[config.mk]
export PLATFORM = sky130hd
export DESIGN_NAME = vga_timing_generator
export DESIGN_NICKNAME = d
export VERILOG_FILES = /design/src/rtl/vga_timing_generator.sv
export SDC_FILE = /design/constraint.sdc
export NUM_CORES = 1
export LEC_CHECK = 0
export ABC_AREA = 1
export CORE_ASPECT_RATIO = 0.5
export CORE_UTILIZATION = 35
export CTS_BUF_LIST = sky130_fd_sc_hd__clkbuf_2 sky130_fd_sc_hd__clkbuf_4 sky130_fd_sc_hd__clkbuf_8
export DETAILED_ROUTE_END_ITERATION = 10
export GPL_TIMING_DRIVEN = 0
export PLACE_DENSITY = 0.58
export RECOVER_POWER = 25
export SLEW_MARGIN = 10
export SYNTH_ARGS = -nofsm -noshare
export SYNTH_HDL_FRONTEND = slang
export SYNTH_SLANG_ARGS = --single-unit
export TNS_END_PERCENT = 100
[constraint.sdc]
create_clock -name CLOCK_25 -period 3.8 [get_ports CLOCK_25]
set_input_delay 0.76 -clock CLOCK_25 [delete_from_list [all_inputs] [get_ports CLOCK_25]]
set_output_delay 0.76 -clock CLOCK_25 [all_outputs]
set_load 0.05 [all_outputs]
[src/rtl/vga_timing_generator.sv]
// VGA raster timing for the Pong display: pixel/line counters, 1-based coordinate decode,
// and a single registered output stage that keeps hsync, vsync and RGB mutually aligned.
module vga_timing_generator #(
   parameter int H_ACTIVE    = 640,
   parameter int H_FP        = 16,
   parameter int H_SYNC      = 96,
   parameter int H_BP        = 48,
   parameter int V_ACTIVE    = 480,
   parameter int V_FP        = 10,
   parameter int V_SYNC      = 2,
   parameter int V_BP        = 33,
   parameter bit SYNC_ACTIVE = 1'b0,
   parameter int RGB_WIDTH   = 4
) (
   input  logic                 CLOCK_25,
   input  logic                 reset,
   input  logic [2:0]           color,
   output logic [11:0]          x,
   output logic [11:0]          y,
   output logic                 active,
   output logic                 frame_start,
   output logic                 vga_hsync,
   output logic                 vga_vsync,
   output logic [RGB_WIDTH-1:0] vga_r,
   output logic [RGB_WIDTH-1:0] vga_g,
   output logic [RGB_WIDTH-1:0] vga_b
);

   localparam logic [11:0] H_VIS        = 12'(H_ACTIVE);
   localparam logic [11:0] H_SYNC_START = 12'(H_ACTIVE + H_FP);
   localparam logic [11:0] H_SYNC_END   = 12'(H_ACTIVE + H_FP + H_SYNC);
   localparam logic [11:0] H_LAST       = 12'(H_ACTIVE + H_FP + H_SYNC + H_BP - 1);
   localparam logic [11:0] V_VIS        = 12'(V_ACTIVE);
   localparam logic [11:0] V_SYNC_START = 12'(V_ACTIVE + V_FP);
   localparam logic [11:0] V_SYNC_END   = 12'(V_ACTIVE + V_FP + V_SYNC);
   localparam logic [11:0] V_LAST       = 12'(V_ACTIVE + V_FP + V_SYNC + V_BP - 1);

   logic [11:0] h_cnt;
   logic [11:0] v_cnt;
   logic        h_wrap;
   logic        v_wrap;
   logic        h_vis;
   logic        v_vis;
   logic        hsync_win;
   logic        vsync_win;

   always_comb begin
      h_wrap    = (h_cnt == H_LAST);
      v_wrap    = (v_cnt == V_LAST);
      h_vis     = (h_cnt < H_VIS);
      v_vis     = (v_cnt < V_VIS);
      hsync_win = (h_cnt >= H_SYNC_START) && (h_cnt < H_SYNC_END);
      vsync_win = (v_cnt >= V_SYNC_START) && (v_cnt < V_SYNC_END);
   end

   // The line counter only advances on the pixel counter's wrap edge.
   always_ff @(posedge CLOCK_25) begin
      if (reset) begin
         h_cnt <= 12'd0;
         v_cnt <= 12'd0;
      end else if (h_wrap) begin
         h_cnt <= 12'd0;
         v_cnt <= v_wrap ? 12'd0 : v_cnt + 12'd1;
      end else begin
         h_cnt <= h_cnt + 12'd1;
      end
   end

   // Coordinates are 1-based so border tests at 1 and H_ACTIVE/V_ACTIVE hit visible pixels.
   assign x           = h_vis ? h_cnt + 12'd1 : 12'd0;
   assign y           = v_vis ? v_cnt + 12'd1 : 12'd0;
   assign active      = h_vis && v_vis;
   assign frame_start = (h_cnt == 12'd0) && (v_cnt == 12'd0) && !reset;

   always_ff @(posedge CLOCK_25) begin
      if (reset) begin
         vga_hsync <= ~SYNC_ACTIVE;
         vga_vsync <= ~SYNC_ACTIVE;
         vga_r     <= '0;
         vga_g     <= '0;
         vga_b     <= '0;
      end else begin
         vga_hsync <= hsync_win ? SYNC_ACTIVE : ~SYNC_ACTIVE;
         vga_vsync <= vsync_win ? SYNC_ACTIVE : ~SYNC_ACTIVE;
         vga_r     <= active ? {RGB_WIDTH{color[2]}} : '0;
         vga_g     <= active ? {RGB_WIDTH{color[1]}} : '0;
         vga_b     <= active ? {RGB_WIDTH{color[0]}} : '0;
      end
   end

endmodule

==> results of run 1 <==
[final cells by class]
cell class              count  area, µm²
clock buffers               7       90.1
multi-input cells         196        932
plain buffers              18        124
fillers                   521       2580
inverters                  44        165
flip-flops and latches     29        581
repair buffers             39        390
well taps                  70       87.6
[power groups by stage]
stage          combinational [mW]  sequential [mW]  clock, mW
4_1_cts                     0.115            0.313      0.274
6_report                    0.113            0.313      0.268
3_3_place_gp                0.115            0.320          0
3_5_place_dp                0.115            0.320          0
2_1_floorplan              0.0770            0.325          0
5_1_grt                     0.119            0.314      0.287
[path summary, 6_finish.rpt]
| check | startpoint | to | slack (ps) |
|---|---|---|---|
| max | reset | frame_start | 320 |
| min | h_cnt[0] | h_cnt[0] | 480 |
| max reg2reg | h_cnt[0] | v_cnt[3] | 1960 |
| min reg2reg | h_cnt[0] | h_cnt[0] | 480 |
[flip-flops by register name, summed over array words and instances, names as in the netlist]
| register | cells |
|---|---|
| h_cnt | 12 |
| v_cnt | 12 |
| vga_g | 1 |
| vga_hsync | 1 |
| vga_r | 1 |
| vga_b | 1 |
| vga_vsync | 1 |
[cell usage in the layout, fill, tap and decap left out, drive strengths merged, types with 7 or more instances in the layout]
cell,count
inv,44
nand4,8
nand3,19
nor3,7
xor2,7
clkbuf,8
buf,17
o21ai,13
dfxtp,29
clkdlybuf4s50,39
nor2,62
nand2,63
[routing by layer]
layer,vias up,track usage (%),share of wire (%)
li1,952,-,-
met1,790,20.2,51
met2,38,27.8,43
met3,5,5.05,4.8
met4,0,4.52,1.1
met5,-,0,0
[kinds of logic after synthesis]
family          share of synthesized area [%]
compound gates                           5.65
simple gates                             38.9
fa+ha+maj                                2.76
other cells                             0.207
xor+xnor                                 4.34
flops                                    32.0
buf+inv                                  16.1
[metrics by stage]
stage	instances	utilization [%]	setup slack (ps)
4_1_cts	403	48.4	256
2_1_floorplan	287	-	1200
3_5_place_dp	396	46.6	258
3_3_place_gp	396	46.6	263
6_report	403	47.8	323
5_1_grt	403	47.8	201
==> impl_metrics.env, run 1 <==
export IMPL_postCtsSetupBuffers=0
export IMPL_io_buffer_count=39
export IMPL_ys_warn_count=0
export IMPL_p_leak_nw=1.06
export IMPL_cts_clk_slew_worst_paths_ps=60
export IMPL_routedWlPerCell_um=10.5
export IMPL_grt_overflow_total=0
export IMPL_cp_max_fo=8
export IMPL_grt_pass1_vias=1484
export IMPL_critPathArrivalTime_ps=2720
export IMPL_synth_top_area_share_pct=32.0
export IMPL_cts_resized=0
export IMPL_drv_cap=0
export IMPL_routed_via_density=4.43
export IMPL_drc=0
export IMPL_hold_slack_ps=481
export IMPL_io_pin_count=45
export IMPL_totalWireLength_um=4220
export IMPL_clkPwrFrac_pct=38.5
export IMPL_cp_top_family="buffers and inverters"
export IMPL_crit_path_start_kind="primary input"
export IMPL_htree_num_levels=2
export IMPL_grt_use_total_pct=16.3
export IMPL_clockRootBuffer="clkbuf_8"
export IMPL_syn_cell_area_um2=1820
export IMPL_drive_above_1_share_pct=10.8
export IMPL_first_pass_iters=4
export IMPL_cts_tree="done"
export IMPL_numCtsBuffers=5
export IMPL_core_area_um2=4950
export IMPL_skew_ps=7.65
export IMPL_gp_congestion=0.836
export IMPL_p_total_mw=0.694
export IMPL_clk_latency_ps=280
export IMPL_ys_flop_type="dfxtp_1"
export IMPL_synth_top_cells_by_count="nand2_1 (62), nor2_1 (55), inv_1 (41)"
export IMPL_postCtsHoldBufs=0
export IMPL_yosys_cell_count_top_type="nand2_1"
export IMPL_cts_buffer_depth=2
export IMPL_slowest_delay_ps=810
export IMPL_finalCritPeriodShare_pct=91.5
export IMPL_synth_seq_cells=29
export IMPL_p_int_mw=0.499
export IMPL_power_density_nw_per_um2=293
export IMPL_slew_violations=0
export IMPL_dieArea_um2=5500
export IMPL_yosysSeqAreaShare_pct=32.0
export IMPL_first_iter_violations=60
export IMPL_place_area_um2=2310
export IMPL_synth_cell_type_count=26
export IMPL_syn2layout_area_growth_pct=30.5
export IMPL_setup_tns_ps=0
export IMPL_period_needed_ps=3480
export IMPL_pwr_share_seq_pct=45.1
export IMPL_hold_depth=1
export IMPL_async_flop_share_pct=0
export IMPL_worst_path_stages=7
export IMPL_grt_first_pass_wirelength_um=6880
export IMPL_p_comb_share_pct=16.3
export IMPL_setup_violations=0
export IMPL_swShare_pct=28.2
export IMPL_grt_max_degree=11
export IMPL_avgSynthCellArea_um2=6.42
export IMPL_slew_headroom_pct=65.9
export IMPL_cp_slowest_cell="clkdlybuf4s50_1"
export IMPL_critPathBufInv=3
export IMPL_worstMarginPinSlew_ps=510
export IMPL_ir_worst_vdd_v=0.000172
export IMPL_via_count=1785
export IMPL_dp_hpwl_um=3280
export IMPL_hp_class="flip-flop to flip-flop"
export IMPL_max_clock_freq_mhz=288
export IMPL_cts_sink_count=29
export IMPL_final_net_count=342
export IMPL_rsz0062_at_grt="false"
export IMPL_p_switching_mw=0.195
export IMPL_fp_dieW_um=104
export IMPL_hold_violations=0
export IMPL_path_cells="clkdlybuf4s50_1, inv_1, nand4_1, nor2_1, nand4_1, nor2_1, clkdlybuf4s50_1"
export IMPL_worstRegToRegCells=7
export IMPL_endpoint_kind="output port"
export IMPL_crit_type="primary input to output port"
export IMPL_n_antenna_cell=0
export IMPL_status="finished clean"
export IMPL_stdcell_area_um2=2370
export IMPL_rows=18
export IMPL_yosysTopAreaCell="dfxtp_1"
export IMPL_syn_instance_count=283
export IMPL_antenna_found_initial=0
export IMPL_synth_area_top_cells="dfxtp_1 (32%), nand2_1 (13%), nor2_1 (11%), inv_1 (8.5%), buf_4 (6.2%)"
export IMPL_die_h_um=52.9
export IMPL_ant_nets=0
export IMPL_synth_edf_count=0
export IMPL_initial_core_util_pct=36.6
export IMPL_required_ps=3040
No activity file was read; power rests on OpenSTA's default activity.
==> inputs of run 2 (changes only) <==
--- a/config.mk
+++ b/config.mk
@@ -10,9 +10,11 @@
 export CORE_UTILIZATION = 35
 export CTS_BUF_LIST = sky130_fd_sc_hd__clkbuf_2 sky130_fd_sc_hd__clkbuf_4 sky130_fd_sc_hd__clkbuf_8
 export DETAILED_ROUTE_END_ITERATION = 10
+export GPL_ROUTABILITY_DRIVEN = 0
 export GPL_TIMING_DRIVEN = 0
 export PLACE_DENSITY = 0.58
 export RECOVER_POWER = 25
+export SETUP_SLACK_MARGIN = 0.2
 export SLEW_MARGIN = 10
 export SYNTH_ARGS = -nofsm -noshare
 export SYNTH_HDL_FRONTEND = slang
==> impl_metrics.env, run 2 (synthesis results as in run 1) <==
export IMPL_place_area_um2=2310
export IMPL_core_area_um2=4950
export IMPL_hp_class="flip-flop to flip-flop"
export IMPL_cts_clk_slew_worst_paths_ps=60
export IMPL_cp_slowest_cell="clkdlybuf4s50_1"
export IMPL_worstMarginPinSlew_ps=510
export IMPL_p_int_mw=0.498
export IMPL_antenna_found_initial=0
export IMPL_endpoint_kind="output port"
export IMPL_layout_setup_ws_ps=589
export IMPL_drc=0
export IMPL_cp_top_family="buffers and inverters"
export IMPL_rows=18
export IMPL_worstRegToRegCells=7
export IMPL_path_cells="ha_1, nand3_1, nor2_1, nand2_1, xor2_1, nor2_1, clkdlybuf4s50_1"
export IMPL_critPathArrivalTime_ps=2450
export IMPL_cts_sink_count=29
export IMPL_min_to="h_cnt[0]"
export IMPL_grt_pass1_vias=1484
export IMPL_clockRootBuffer="clkbuf_8"
export IMPL_crit_type="flip-flop to output port"
export IMPL_reg_top3="h_cnt (12), v_cnt (12)"
export IMPL_max_clock_freq_mhz=311
export IMPL_slew_headroom_pct=65.9
export IMPL_pre_cts_ws_ps=258
export IMPL_postCtsHoldBufs=0
export IMPL_cp_max_fo=5
export IMPL_cts_buffer_depth=2
export IMPL_routedWlPerCell_um=10.5
export IMPL_first_pass_iters=5
export IMPL_hold_depth=1
export IMPL_first_iter_violations=57
export IMPL_grt_first_pass_wirelength_um=6880
export IMPL_ir_worst_vdd_v=0.000172
export IMPL_n_fill_cell=521
export IMPL_slew_violations=0
export IMPL_setup_tns_ps=0
export IMPL_required_ps=3040
export IMPL_r2r_start="h_cnt[0]"
export IMPL_r2r_end="v_cnt[3]"
export IMPL_mostFrequentLayoutCells="nand2_1 (62), nor2_1 (56), inv_1 (41), clkdlybuf4s50_1 (37), dfxtp_1 (29)"
export IMPL_crit_path_start_kind="flip-flop"
export IMPL_htree_num_levels=2
export IMPL_routed_via_density=4.43
export IMPL_layout_cells_most_common="nand2_1"
export IMPL_p_comb_share_pct=16.3
export IMPL_worstHoldStart="h_cnt[0]"
export IMPL_stdcell_area_um2=2370
export IMPL_power_density_nw_per_um2=292
export IMPL_p_leak_nw=1.07
export IMPL_cts_tree="done"
export IMPL_dieArea_um2=5500
export IMPL_clkPwrFrac_pct=38.6
export IMPL_drv_cap=0
export IMPL_grt_overflow_total=0
export IMPL_totalWireLength_um=4220
export IMPL_cpMostUsedCell="nor2_1"
export IMPL_clk_latency_ps=280
export IMPL_critPathBufInv=1
export IMPL_p_switching_mw=0.195
export IMPL_dp_hpwl_um=3280
export IMPL_swShare_pct=28.2
export IMPL_die_h_um=52.9
export IMPL_io_buffer_count=39
export IMPL_final_net_count=342
export IMPL_finalCritPeriodShare_pct=84.5
export IMPL_skew_ps=7.65
export IMPL_ff2ff_setup_slack_ps=1960
export IMPL_setup_violations=0
export IMPL_io_pin_count=45
export IMPL_drive_above_1_share_pct=10.8
export IMPL_via_count=1785
export IMPL_period_needed_ps=3210
export IMPL_pwr_share_seq_pct=45.1
export IMPL_fp_dieW_um=104
export IMPL_slowest_delay_ps=800
export IMPL_ant_nets=0
export IMPL_rsz0062_at_grt="false"
export IMPL_initial_core_util_pct=36.6
export IMPL_syn2layout_area_growth_pct=30.7
export IMPL_grt_use_total_pct=16.3
export IMPL_hold_violations=0
export IMPL_p_total_mw=0.694
export IMPL_status="finished clean"
export IMPL_n_antenna_cell=0
export IMPL_numCtsBuffers=5
export IMPL_grt_max_degree=11
## run 2: worst max path at each step
| stage | start | slack, ps | cells past startpoint | to |
|---|---|---|---|---|
| after floorplan | reset | 1200 | 5 | frame_start |
| after global placement | reset | 260 | 7 | frame_start |
| after detailed placement | reset | 260 | 7 | frame_start |
| after CTS | reset | 260 | 7 | frame_start |
| after global routing | h_cnt[0] | 420 | 7 | x[6] |
| final | h_cnt[0] | 590 | 7 | x[6] |
## run 2: cell type report
cell class	instances	area, µm²	area share, %
inverters	44	165	6.96
repair buffers	39	393	16.6
well taps	70	87.6	3.69
clock buffers	7	90.1	3.80
multi-input cells	196	932	39.3
plain buffers	18	124	5.22
flip-flops and latches	29	581	24.5
## run 2: repair_timing
item / 4_1_cts / 5_1_grt
endpoints found under the setup margin: 0 / 1
buffers inserted: 0 / 0
resized for setup: 0 / 1
## run 2: routing by layer
layer | part of all wire [%] | GRT usage (%) | vias up
met5 | 0 | 0 | -
met4 | 1.1 | 4.52 | 0
met3 | 4.8 | 5.05 | 5
met2 | 43 | 27.8 | 38
met1 | 51 | 20.2 | 790
li1 | - | - | 952
## run 2: stage by stage
step           instances  utilization, %  hold slack, ps
6_report             403            47.9             481
5_1_grt              403            47.9             507
4_1_cts              403            48.4             485
3_5_place_dp         396            46.6             463
3_3_place_gp         396            46.6             457
2_1_floorplan        287               -             422
## run 2: power groups by stage
stage	Combinational (mW)	Sequential, mW	Clock [mW]
4_1_cts	0.115	0.313	0.274
3_5_place_dp	0.115	0.320	0
5_1_grt	0.119	0.314	0.287
6_report	0.113	0.313	0.268
3_3_place_gp	0.115	0.320	0
2_1_floorplan	0.0770	0.325	0
